File: config.mk
export PLATFORM = sky130hd
export DESIGN_NAME = udma_i2c_evt_ctrl
export DESIGN_NICKNAME = d
export VERILOG_FILES = /design/src/rtl/udma_i2c_evt_pkg.sv /design/src/rtl/udma_i2c_scl_wdog.sv /design/src/rtl/udma_i2c_evt_ctrl.sv
export SDC_FILE = /design/constraint.sdc
export NUM_CORES = 1
export LEC_CHECK = 0
export CORE_MARGIN = 1
export CORE_UTILIZATION = 45
export CTS_CLUSTER_DIAMETER = 50
export DETAILED_ROUTE_END_ITERATION = 8
export PLACE_DENSITY = 0.73
export SKIP_CTS_REPAIR_TIMING = 1
export SLEW_MARGIN = 40
export SYNTH_ARGS = -nofsm -noshare
export SYNTH_HDL_FRONTEND = slang
export SYNTH_SLANG_ARGS = --single-unit
File: constraint.sdc
create_clock -name sys_clk_i -period 4.5 [get_ports sys_clk_i]
set_clock_uncertainty 0.15 [all_clocks]
set_input_delay 0.675 -clock sys_clk_i [delete_from_list [all_inputs] [get_ports sys_clk_i]]
set_output_delay 0.675 -clock sys_clk_i [all_outputs]
set_load 0.05 [all_outputs]
File: src/rtl/udma_i2c_evt_pkg.sv
// Shared constants and types for the uDMA I2C event/status stage.
// Register addresses, status bit positions and watchdog states.
package udma_i2c_evt_pkg;

   localparam logic [4:0] REG_STATUS   = 5'd0;
   localparam logic [4:0] REG_MASK     = 5'd1;
   localparam logic [4:0] REG_TO_LIMIT = 5'd2;
   localparam logic [4:0] REG_NACK_CNT = 5'd3;

   localparam int unsigned EOT  = 0;
   localparam int unsigned NACK = 1;
   localparam int unsigned ERR  = 2;
   localparam int unsigned TO   = 3;

   typedef enum logic [1:0] {
      WD_IDLE,
      WD_COUNT,
      WD_TRIPPED
   } wdog_state_e;

endpackage

File: src/rtl/udma_i2c_scl_wdog.sv
// SCL-held-low watchdog: counts busy cycles with SCL low and
// raises a one-cycle trip when the programmed limit is reached.
module udma_i2c_scl_wdog #(
   parameter int unsigned TO_WIDTH = 16
) (
   input  logic                sys_clk_i,
   input  logic                rstn_i,
   input  logic                busy_i,
   input  logic                scl_i,
   input  logic [TO_WIDTH-1:0] limit_i,
   output logic                trip_o
);
   import udma_i2c_evt_pkg::*;

   wdog_state_e         state_q, state_d;
   logic [TO_WIDTH-1:0] cnt_q, cnt_d;
   logic                low;
   logic                en;

   assign low = busy_i & ~scl_i;
   assign en  = (limit_i != '0);

   always_ff @(posedge sys_clk_i or negedge rstn_i) begin
      if (!rstn_i) begin
         state_q <= WD_IDLE;
         cnt_q   <= '0;
      end else begin
         state_q <= state_d;
         cnt_q   <= cnt_d;
      end
   end

   // cnt_q holds the number of low cycles already seen, so the
   // trip fires on the limit-th low cycle (IDLE counts as one).
   always_comb begin
      state_d = state_q;
      cnt_d   = cnt_q;
      trip_o  = 1'b0;
      unique case (state_q)
         WD_IDLE, WD_COUNT: begin
            if (!low || !en) begin
               state_d = WD_IDLE;
               cnt_d   = '0;
            end else if (cnt_q == limit_i - TO_WIDTH'(1)) begin
               state_d = WD_TRIPPED;
               trip_o  = 1'b1;
            end else begin
               state_d = WD_COUNT;
               cnt_d   = cnt_q + TO_WIDTH'(1);
            end
         end
         WD_TRIPPED: begin
            if (!low || !en) begin
               state_d = WD_IDLE;
               cnt_d   = '0;
            end
         end
         default: begin
            state_d = WD_IDLE;
            cnt_d   = '0;
         end
      endcase
   end

endmodule

File: src/rtl/udma_i2c_evt_ctrl.sv
// Event/status aggregation behind the uDMA I2C core: sticky flags,
// saturating NACK counter, SCL watchdog and maskable interrupt.
module udma_i2c_evt_ctrl #(
   parameter int unsigned TO_WIDTH       = 16,
   parameter int unsigned NACK_CNT_WIDTH = 8
) (
   input  logic        sys_clk_i,
   input  logic        rstn_i,
   input  logic [31:0] cfg_data_i,
   input  logic [4:0]  cfg_addr_i,
   input  logic        cfg_valid_i,
   input  logic        cfg_rwn_i,
   output logic        cfg_ready_o,
   output logic [31:0] cfg_data_o,
   input  logic        eot_i,
   input  logic        nack_i,
   input  logic        err_i,
   input  logic        busy_i,
   input  logic        scl_i,
   output logic        irq_o,
   output logic        evt_eot_o,
   output logic        evt_nack_o,
   output logic        evt_to_o
);
   import udma_i2c_evt_pkg::*;

   logic [3:0]                status_q, status_d;
   logic [3:0]                mask_q;
   logic [3:0]                set;
   logic [3:0]                w1c;
   logic [TO_WIDTH-1:0]       to_limit_q;
   logic [NACK_CNT_WIDTH-1:0] nack_cnt_q;
   logic                      wr_en, rd_en;
   logic                      sel_status, sel_mask;
   logic                      sel_limit, sel_nack;
   logic                      trip;
   logic                      unused_cfg;

   assign cfg_ready_o = 1'b1;
   assign wr_en       = cfg_valid_i & ~cfg_rwn_i;
   assign rd_en       = cfg_valid_i & cfg_rwn_i;
   assign sel_status  = (cfg_addr_i == REG_STATUS);
   assign sel_mask    = (cfg_addr_i == REG_MASK);
   assign sel_limit   = (cfg_addr_i == REG_TO_LIMIT);
   assign sel_nack    = (cfg_addr_i == REG_NACK_CNT);
   assign unused_cfg  = ^cfg_data_i[31:TO_WIDTH];

   udma_i2c_scl_wdog #(
      .TO_WIDTH (TO_WIDTH)
   ) i_wdog (
      .sys_clk_i (sys_clk_i),
      .rstn_i    (rstn_i),
      .busy_i    (busy_i),
      .scl_i     (scl_i),
      .limit_i   (to_limit_q),
      .trip_o    (trip)
   );

   // New events override a same-cycle W1C of the same bit.
   always_comb begin
      set       = '0;
      set[EOT]  = eot_i;
      set[NACK] = nack_i;
      set[ERR]  = err_i;
      set[TO]   = trip;
      w1c       = (wr_en && sel_status) ? cfg_data_i[3:0] : '0;
      status_d  = (status_q & ~w1c) | set;
   end

   always_comb begin
      cfg_data_o = '0;
      if (rd_en) begin
         unique case (1'b1)
            sel_status: cfg_data_o = 32'(status_q);
            sel_mask:   cfg_data_o = 32'(mask_q);
            sel_limit:  cfg_data_o = 32'(to_limit_q);
            sel_nack:   cfg_data_o = 32'(nack_cnt_q);
            default:    cfg_data_o = '0;
         endcase
      end
   end

   always_ff @(posedge sys_clk_i or negedge rstn_i) begin
      if (!rstn_i) begin
         status_q   <= '0;
         mask_q     <= '0;
         to_limit_q <= '0;
         nack_cnt_q <= '0;
         irq_o      <= 1'b0;
         evt_eot_o  <= 1'b0;
         evt_nack_o <= 1'b0;
         evt_to_o   <= 1'b0;
      end else begin
         status_q   <= status_d;
         irq_o      <= |(status_q & mask_q);
         evt_eot_o  <= eot_i;
         evt_nack_o <= nack_i;
         evt_to_o   <= trip;
         if (wr_en && sel_mask)
            mask_q <= cfg_data_i[3:0];
         if (wr_en && sel_limit)
            to_limit_q <= cfg_data_i[TO_WIDTH-1:0];
         if (wr_en && sel_nack)
            nack_cnt_q <= NACK_CNT_WIDTH'(nack_i);
         else if (nack_i && !(&nack_cnt_q))
            nack_cnt_q <= nack_cnt_q + NACK_CNT_WIDTH'(1);
      end
   end

endmodule

* Yosys cells after proc, flatten, opt, wreduce, memory -nomap -nowiden *
Cells that the tools add are included.

operators by class
  add/sub/neg operators = 3
  eq/ne operators = 8
  multiplexer cells = 16
  bitwise logic cells = 9
  reductions and logical operators = 17

operators by type and width
  cell                                                  count
  2-to-1 mux 16 bit                                     4
  one-hot mux 16 bit (4 select lines)                   1
  one-hot mux 16 bit (2 select lines)                   1
  adder 16 x 1 -> 16 bit (second input constant)        1
  equality test 16 bit                                  1
  2-to-1 mux 8 bit                                      2
  nonzero test 16 bit                                   1
  subtractor 16 x 1 -> 16 bit (second input constant)   1
  equality test 5 x 2 -> 1 bit (second input constant)  2
  adder 8 x 1 -> 8 bit (second input constant)          1
  AND 4 bit                                             2
  AND reduction 8 bit                                   1
  2-to-1 mux 2 bit                                      3
  equality test 5 x 1 -> 1 bit (second input constant)  1
  logical AND 1 bit                                     5
  zero test 5 bit                                       1
  2-to-1 mux 4 bit                                      1
  inverter 4 bit                                        1
  OR 4 bit                                              1
  one-hot mux 2 bit (2 select lines)                    1
  OR reduction 4 bit                                    1
  AND 1 bit                                             3
  zero test 1 bit                                       3
  2-to-1 mux 1 bit                                      3
  other kinds (10)                                      11

word-level totals
  register bits after elaboration = 54
  bits of input ports = 46
  output and inout port bits = 37
  logic and storage cells = 63

* Longest topological paths before layout *
Gate-level depths: netlist (run 1).

  depth after elaboration = 7
  mapped depth = 13
  gate-level depth less buffers = 10

* Modules after synthesis *
Synthesis (run 1) repeated with hierarchy kept, for this count alone.

second synthesis, totals
  cells, all modules = 367
  area total of the unflattened synthesis = 3542.1 µm²

by module, submodules not included
  module             times used  cells an instance  area each (µm²)  seq. area each (µm²)
  udma_i2c_evt_ctrl  1           166                1896.8           900.9
  udma_i2c_scl_wdog  1           201                1645.3           450.4

* Least setup slack after synthesis (run 1) *
OpenSTA, ideal clock, no wires.

  path type = input -> output
  from = input port cfg_addr_i[3]
  to = output port cfg_data_o[10]
  arrival time = 2.635 ns
  required time = 3.675 ns
  path slack = 1.040 ns
  stages on the path = 3
  path buffers = 0
  path through = nor3_1 > nand2_1 > nor4_1

on the way
  longest elaborated chain between the ends = 3
  elaborated cells on any way between the ends = 6
  classes of those cells = eq/ne (3); mux (2); reduce/logical (1)

ends and longest elaborated chain
  what                                                  line                     text
  from (decl)                                           udma_i2c_evt_ctrl.sv:10  input logic [4:0] cfg_addr_i,
  equality test 5 x 2 -> 1 bit (tied with other cells)  udma_i2c_evt_ctrl.sv:45  assign sel_nack = (cfg_addr_i == REG_NACK_CNT);
  one-hot mux 16 bit (4 select lines) (*)               udma_i2c_evt_ctrl.sv:73  unique case (1'b1)
  2-to-1 mux 16 bit (*)                                 udma_i2c_evt_ctrl.sv:72  if (rd_en) begin
  to (decl)                                             udma_i2c_evt_ctrl.sv:14  output logic [31:0] cfg_data_o,

Every way passes the cells marked *; elsewhere a longest branch is shown, timed or not.

* Worst setup path in the final report (run 1) *
  from = input port cfg_addr_i[3]
  to = output port cfg_data_o[11]

Same word-level chain as after synthesis.

==> results of run 1 <==
-- flip-flops by register name (all words and copies together), names as in the netlist --
signal / count
i_wdog.cnt_q: 16
to_limit_q: 16
nack_cnt_q: 8
mask_q: 4
status_q: 4
i_wdog.state_q: 2
evt_eot_o: 1
evt_nack_o: 1
evt_to_o: 1
irq_o: 1
-- routing by layer --
metal	GRT usage [%]	wire length (µm)
met3	3.788	391
met2	31.44	3486
met5	0	0
met4	5.820	146
met1	27.16	3519
-- synthesized netlist by cell type (all sizes together) (3+ instances only) --
| library cell | instances | share of area [%] |
|---|---|---|
| nand3 | 17 | 2.4 |
| buf | 27 | 6.2 |
| and2 | 7 | 1.2 |
| nor4 | 11 | 3.0 |
| dfrtp | 54 | 38 |
| ha | 4 | 1.4 |
| mux2 | 19 | 6.1 |
| a21o | 5 | 1.1 |
| mux2i | 6 | 1.7 |
| inv | 10 | 1.1 |
| nand2 | 18 | 1.9 |
| nand4 | 8 | 1.4 |
| nor3 | 10 | 1.4 |
| xnor2 | 17 | 4.2 |
| nor3b | 4 | 0.84 |
| a21oi | 13 | 2.6 |
| nor2 | 30 | 3.2 |
| mux4 | 4 | 2.5 |
| xor2 | 14 | 3.4 |
| or4 | 7 | 1.7 |
| a31oi | 3 | 0.53 |
| or3 | 8 | 1.4 |
| nor2b | 4 | 0.70 |
| o21ai | 13 | 2.6 |
| clkbuf | 6 | 0.63 |
| and3 | 7 | 1.2 |
-- where the power goes --
part           total, mW  internal (mW)  switching (mW)
clock              0.256          0.108           0.149
combinational      0.356          0.166           0.190
sequential         0.630          0.542          0.0881
total               1.24          0.815           0.427
-- final timing paths --
check	from	endpoint	slack, ns	depth (start not counted)
hold / removal	rstn_i	nack_cnt_q[2]	0.33	2
min in group sys_clk_i	mask_q[2]	irq_o	0.37	2
setup reg to reg	to_limit_q[2]	i_wdog.cnt_q[11]	1.21	8
hold reg to reg	mask_q[2]	irq_o	0.37	2
setup / recovery	cfg_addr_i[3]	cfg_data_o[11]	0.44	7
max in group asynchronous	rstn_i	i_wdog.cnt_q[8]	3.39	2
-- cell usage in the layout (no fill, tap or decap), types with 3 or more instances in the layout --
master and n:
a21oi_2 7, or4_1 5, a21oi_1 6, xnor2_1 17
mux2_2 18, nand3_1 17, clkdlybuf4s50_1 48, nor2_1 30
nor2b_1 4, and2_1 7, inv_1 10, or3_1 8
nand2_1 18, nor4_1 8, mux4_2 4, mux2i_1 6
and3_1 7, o21ai_2 7, xor2_1 14, buf_4 3
a31oi_1 3, nand4_1 8, ha_1 4, a21o_1 5
nor3b_1 4, conb_1 17, o21ai_0 4, dfrtp_1 54
clkbuf_8 5, nor3_1 8
-- final cells by class --
cell class | instances | area [µm²] | area share, %
Sequential cell | 54 | 1351 | 33.04
Inverter | 10 | 37.54 | 0.9177
Tap cell | 102 | 127.6 | 3.120
Timing Repair Buffer | 52 | 508.0 | 12.42
Clock buffer | 7 | 76.32 | 1.866
Multi-Input combinational cell | 277 | 1989 | 48.64
-- worst register-to-register path, delay by kind of cell (launching register included) --
family,cells,cell delay (ns)
and+or+nand+nor,6,2.23
AOI/OAI and AO/OA,1,0.05
DFF,1,0.50
xor gates and xnor gates,1,0.22
-- logic make-up (layout without fill, tap and decap cells) --
kind of cell | count (synthesis) | after routing
AO/OA/AOI/OAI | 54 | 54
XOR/XNOR | 31 | 31
adder cells (fa/ha/maj) | 4 | 4
buffers and inverters | 43 | 69
flip-flops | 54 | 54
multiplexers | 29 | 29
other | 2 | 17
AND/OR/NAND/NOR | 142 | 142
-- per-stage QoR --
step,cells,util (%)
2_1_floorplan,374,-
3_3_place_gp,495,52.15
3_5_place_dp,495,52.21
4_1_cts,502,53.21
5_1_grt,502,53.21
6_report,502,53.21
==> flow_metrics.tcl, run 1 <==
set metrics [dict create \
    synth_cells 359 \
    power_density_nw_per_um2 303.7 \
    cp.buffers_inverters 3 \
    fp-row-count 32 \
    cap_viol_max_count 0 \
    clkSinkCount 54 \
    n_antenna_cell 0 \
    setup_slack_ns 0.4383 \
    path_class "input port to primary output" \
    slew_headroom_pct 53.94 \
    die_area_um2 8258 \
    synthXorXnorAreaFrac_pct 7.638 \
    avgSynthCellArea_um2 9.902 \
    yosys.area_share.adder_pct 1.408 \
    ys_types 63 \
    setup_viol 0 \
    core_um2 7687 \
    die_x_um 90.88 \
    holdWs_ns 0.3337 \
    crit_fanout 7 \
    ioPinCount 83 \
    period_share_pct 90.26 \
    slew_viol_final 0 \
    slowest_delay_ns 0.82 \
    drive_gt1_share_pct 14.50 \
    dr.pass1.iters 6 \
    max_freq_mhz 246.2 \
    dp.final_hpwl_um 5589 \
    track_usage_pct 19.69 \
    synth-compound-area-share_pct 11.65 \
    area_growth_pct 15.07 \
    rsz0062_at_grt "no" \
    cp-start-kind "input port" \
    antenna_found_initial 0 \
    synthArstFlopShare_pct 100.0 \
    critPathCaptureType "primary output" \
    p_total_mw 1.242 \
    p_leak_nw 1.682 \
    start_util_pct 46.24 \
    dpl_cell_area_um2 4014 \
    fill_cells 715 \
    fin_area_um2 4090 \
    tns_ns 0 \
    layout_min_cycle_time_ns 4.062 \
    path_delay_family "buffers and inverters" \
    portBuffers 49 \
    drtIter0Drc 145 \
    clockRootBuffer "clkbuf_8" \
    grt-ovfl-total 0 \
    synth_top_family_by_area "simple AND/OR/NAND/NOR gates" \
    avgViaCountPerCell 5.540 \
    drc 1 \
    synth.cell_area_um2 3555 \
    worstPathRequired_ns 3.67 \
    synth_edf_count 0 \
    ant_nets 0 \
    layout.nets 450 \
    num_vias 2781 \
    clk_pin_slew_ns 0.09 \
    yosysSeqAreaShare_pct 38.01 \
    hold_class "input port to asynchronous set/reset pin" \
    grt_max_degree 55 \
    htreeDepth 2 \
    cts_buffer_depth 2 \
    ys_ff_latch 54 \
    gp_congestion 0.8790 \
    crit_slowest_cell "clkdlybuf4s50_1" \
    wl_per_cell_um 15.03 \
    dpl_worst_slack_ns 0.4807 \
    clk_latency_ns 0.30 \
    finalHoldViolations 0 \
    worstPathArrival_ns 3.24 \
    tightest_slew_ns 0.6910 \
    yosys_warnings 0 \
    synthSimpleGateAreaFrac_pct 22.84 \
    violations "DRC" \
    grt_pass1_vias 2697 \
    ir_drop_mv 0.1486 \
    wl_um 7544 \
    synth_mux_area_share_pct 10.35 \
    worstPathCellList "clkdlybuf4s50_1 -> nor3_1 -> nand2_1 -> nor3_1 -> buf_4 -> and2_1 -> clkdlybuf4s50_1" \
    die_h_um 90.88 \
    status "finished, violations left" \
    ys.flop_type "dfrtp_1" \
    cts_buffers 5 \
    grt_pass1_wl_um 13160 \
    cts_tree "yes" \
]
Power figures use the tool's default switching activity.
==> inputs of run 2 (changes only) <==
==> constraint.sdc (replaced) <==
create_clock -name sys_clk_i -period 4.5 [get_ports sys_clk_i]
set_clock_uncertainty 0.15 [all_clocks]
set_input_delay 0.675 -clock sys_clk_i [delete_from_list [all_inputs] [get_ports sys_clk_i]]
set_output_delay 0.675 -clock sys_clk_i [all_outputs]
set_load 0.01 [all_outputs]
==> flow_metrics.tcl, run 2 (synthesis gave the netlist of run 1 again) <==
set metrics [dict create \
    clk_pin_slew_ns 0.09 \
    track_usage_pct 19.55 \
    switching_share_pct 31.24 \
    layout.nets 450 \
    ioPinCount 83 \
    grt_pass1_vias 2699 \
    core_um2 7687 \
    p_total_mw 1.272 \
    drtIter0Drc 127 \
    clk_latency_ns 0.30 \
    dr.pass1.iters 4 \
    hold_class "input port to asynchronous set/reset pin" \
    wl_per_cell_um 15.46 \
    final_util_pct 53.60 \
    ir_drop_mv 0.1353 \
    clkSinkCount 54 \
    worstPathArrival_ns 2.89 \
    antenna_found_initial 0 \
    wl_um 7777 \
    dr_wl_met3_um 350 \
    tightest_slew_ns 0.6903 \
    cp-start-kind "input port" \
    htreeDepth 2 \
    crit_fanout 7 \
    ant_nets 0 \
    die_x_um 90.88 \
    wirelength_met1_um 3523 \
    grt-ovfl-total 0 \
    p_seq_share_pct 49.7 \
    p_leak_nw 1.696 \
    status "finished, final reports clean" \
    slowest_delay_ns 0.54 \
    fill_cells 723 \
    num_vias 2783 \
    portBuffers 49 \
    dp.final_hpwl_um 5769 \
    mostFrequentLayoutCells "54 x dfrtp_1, 48 x clkdlybuf4s50_1, 30 x nor2_1, 18 x nand2_1, 18 x mux2_2" \
    gp_congestion 0.8405 \
    setup_viol 0 \
    crit_slowest_cell "clkdlybuf4s50_1" \
    wl_met2_um 3747 \
    worstPathCellList "clkdlybuf4s50_1 -> nor3_1 -> nand2_1 -> nor3_1 -> buf_4 -> and2_1 -> clkdlybuf4s50_1" \
    clockRootBuffer "clkbuf_8" \
    fp-row-count 32 \
    p_int_uw 874.4 \
    max_freq_mhz 269.5 \
    drc 0 \
    period_share_pct 82.46 \
    cts_tree "yes" \
    highest_layer "met4" \
    slew_viol_final 0 \
    cap_viol_max_count 0 \
    avgViaCountPerCell 5.533 \
    layout_min_cycle_time_ns 3.711 \
    setup_slack_ns 0.7893 \
    cts_buffers 5 \
    power_switching_uw 397.3 \
    rrSetupSlack_ns 1.15 \
    start_util_pct 46.24 \
    cts_buffer_depth 2 \
    finalHoldViolations 0 \
    tns_ns 0 \
    die_area_um2 8258 \
    top_regs "i_wdog.cnt_q x16, to_limit_q x16, nack_cnt_q x8" \
    final_common_cell "dfrtp_1" \
    worstPathRequired_ns 3.67 \
    die_h_um 90.88 \
    critPathCaptureType "primary output" \
    area_growth_pct 15.91 \
    grt_max_degree 29 \
    path_class "input port to primary output" \
    grt_pass1_wl_um 13060 \
    rsz0062_at_grt "no" \
    dpl_worst_slack_ns 0.8440 \
    holdWs_ns 0.2474 \
    power_density_nw_per_um2 308.6 \
    slew_headroom_pct 53.84 \
    n_antenna_cell 0 \
    p_clk_share_pct 25.4 \
    drive_gt1_share_pct 14.71 \
    p_comb_share_pct 25.0 \
]
run 2: changes by cell type in the layout (fill, tap and decap cells not counted):
cell and delta:
bufinv_16 +1
run 2: layout make-up:
class	count	area [µm²]	area share, %
inverter	10	37.54	0.9110
clock buffer	7	76.32	1.852
timing repair buffer	52	508.0	12.33
tap	102	127.6	3.097
multi-input combinational	277	1989	48.28
clock inverter	1	30.03	0.7288
sequential	54	1351	32.80
run 2: power groups by stage:
stage	Clock [mW]	Combinational, mW	Sequential [mW]
after floorplan	0	0.271	0.599
after global placement	0	0.309	0.637
after detailed placement	0	0.316	0.641
after CTS	0.333	0.319	0.631
after global routing	0.352	0.354	0.642
final	0.323	0.317	0.631
run 2: routing by layer:
layer  vias up  track usage, %
li1       1340               -
met1      1341           26.25
met2        89           32.39
met3        13           3.199
met4         0           5.952
met5         -               0
run 2: path summary, 6_finish.rpt:
path | startpoint | end | cells after the start
worst max-delay path | cfg_addr_i[3] | cfg_data_o[9] | 7
worst min-delay path | rstn_i | nack_cnt_q[2] | 1
worst max register to register | to_limit_q[2] | i_wdog.cnt_q[15] | 8
worst min register to register | status_q[2] | status_q[2] | 1
max in group asynchronous | rstn_i | mask_q[0] | 2
min in group sys_clk_i | status_q[2] | status_q[2] | 1
run 2: critical path, delay by kind of cell:
kind,cells,cell delay [ns]
AND/OR/NAND/NOR,4,1.07
buffers and inverters,3,1.14
run 2: per-stage QoR:
stage,instances,area (µm²)
after floorplan,374,3611
after global placement,495,4009
after detailed placement,495,4014
after CTS,503,4120
after global routing,503,4120
final,503,4120
==> inputs of run 3 (changes only) <==
==> constraint.sdc (replaced) <==
create_clock -name sys_clk_i -period 3.7 [get_ports sys_clk_i]
set_clock_uncertainty 0.15 [all_clocks]
set_input_delay 0.555 -clock sys_clk_i [delete_from_list [all_inputs] [get_ports sys_clk_i]]
set_output_delay 0.555 -clock sys_clk_i [all_outputs]
set_load 0.01 [all_outputs]
==> flow_metrics.tcl, run 3 (synthesis gave the netlist of run 1 again) <==
set metrics [dict create \
    clockRootBuffer "clkbuf_8" \
    die_x_um 90.88 \
    gp_congestion 0.8803 \
    finalHoldViolations 0 \
    die_area_um2 8258 \
    core_um2 7687 \
    violations "DRC" \
    wl_per_cell_um 15.18 \
    slew_headroom_pct 56.63 \
    slew_viol_final 0 \
    rsz0062_at_grt "no" \
    dr.pass1.iters 6 \
    layout.nets 453 \
    ant_nets 0 \
    portBuffers 49 \
    grt_max_degree 42 \
    power_switching_uw 493.1 \
    area_growth_pct 17.49 \
    start_util_pct 46.24 \
    cap_viol_max_count 0 \
    clkSinkCount 54 \
    antenna_found_initial 0 \
    num_vias 2817 \
    setup_slack_ns 0.3435 \
    p_seq_share_pct 46.8 \
    tightest_slew_ns 0.6456 \
    n_antenna_cell 0 \
    period_share_pct 90.72 \
    clk_pin_slew_ns 0.10 \
    dpl_worst_slack_ns 0.3767 \
    die_h_um 90.88 \
    status "finished, violations left" \
    grt-ovfl-total 0 \
    wl_um 7683 \
    critPathCaptureType "flop" \
    worstPathRequired_ns 3.73 \
    final_common_cell "dfrtp_1" \
    fill_cells 694 \
    cts_tree "yes" \
    mostFrequentLayoutCells "54 x dfrtp_1, 48 x clkdlybuf4s50_1, 30 x nor2_1, 18 x nand2_1, 18 x mux2_2" \
    ir_drop_mv 0.1788 \
    switching_share_pct 30.00 \
    p_int_mw 1.151 \
    layout_min_cycle_time_ns 3.357 \
    tns_ns 0 \
    ioPinCount 83 \
    drive_gt1_share_pct 15.59 \
    path_class "flop to flop" \
    holdWs_ns 0.05018 \
    max_freq_mhz 297.9 \
    crit_fanout 21 \
    p_leak_nw 1.731 \
    dp.final_hpwl_um 5722 \
    track_usage_pct 19.86 \
    cts_buffer_depth 2 \
    drtIter0Drc 116 \
    clk_latency_ns 0.31 \
    power_density_nw_per_um2 393.6 \
    top_regs "i_wdog.cnt_q x16, to_limit_q x16, nack_cnt_q x8" \
    grt_pass1_vias 2724 \
    htreeDepth 2 \
    setup_viol 0 \
    rrSetupSlack_ns 0.34 \
    p_clk_share_pct 29.4 \
    grt_pass1_wl_um 13100 \
    cp-start-kind "flop" \
    avgViaCountPerCell 5.567 \
    hold_class "input port to asynchronous set/reset pin" \
    fp-row-count 32 \
    worstPathArrival_ns 3.39 \
    p_comb_share_pct 23.8 \
    drc 1 \
    cts_buffers 5 \
]
run 3: changes by cell type in the layout (fill, tap and decap cells not counted):
cell	before	now
clkbuf_8	5	6
nor3_1	8	9
clkbuf_1	2	0
bufinv_16	1	2
buf_4	3	7
nor3_2	2	1
buf_2	1	0
run 3: worst paths after layout:
| check | to | depth (start not counted) | from |
|---|---|---|---|
| min in group sys_clk_i | status_q[3] | 1 | status_q[3] |
| worst min-delay path | status_q[1] | 1 | rstn_i |
| worst max-delay path | i_wdog.cnt_q[12] | 8 | to_limit_q[2] |
| worst max register to register | i_wdog.cnt_q[12] | 8 | to_limit_q[2] |
| max in group asynchronous | nack_cnt_q[5] | 2 | rstn_i |
| worst min register to register | status_q[3] | 1 | status_q[3] |
run 3: final cells by class:
type                            count  area, µm²  share of cell area, %
Sequential cell                    54       1351                  32.35
Timing Repair Buffer               55      533.0                  12.76
Clock buffer                        6      82.58                  1.977
Inverter                           10      37.54                 0.8987
Clock inverter                      2      60.06                  1.438
Tap cell                          102      127.6                  3.056
Multi-Input combinational cell    277       1984                  47.51
run 3: metal layers:
layer / vias up / GRT usage [%] / share of wire [%] / routed length, µm
met5: - / 0 / 0 / 0
met4: 0 / 6.349 / 1.5 / 119
met3: 7 / 3.451 / 5.5 / 426
met2: 88 / 32.83 / 47 / 3584
met1: 1368 / 26.45 / 46 / 3553
li1: 1354 / - / - / -
run 3: power groups by stage:
stage	clock network, mW	logic (mW)	registers [mW]
final	0.484	0.391	0.769
after global routing	0.514	0.437	0.782
after CTS	0.495	0.393	0.768
after detailed placement	0	0.391	0.780
after global placement	0	0.378	0.774
after floorplan	0	0.330	0.728
run 3: critical path, cell delays in order, from the launching register on:
cell and delay, ns:
dfrtp_1 0.51, nor4_1 0.46, nand4b_1 0.34, xnor2_1 0.23, or4_4 0.53, nor4_4 0.41
or2_4 0.35, or3_1 0.17, a21oi_2 0.05
run 3: through the flow:
stage	area (µm²)	utilization, %	std cells	power [mW]
floorplan	3611	-	374	1.058
detailed placement	4034	52.47	498	1.171
global placement	4031	52.44	498	1.152
finish	4177	54.33	506	1.644
global route	4177	54.33	506	1.733
CTS	4177	54.33	506	1.656
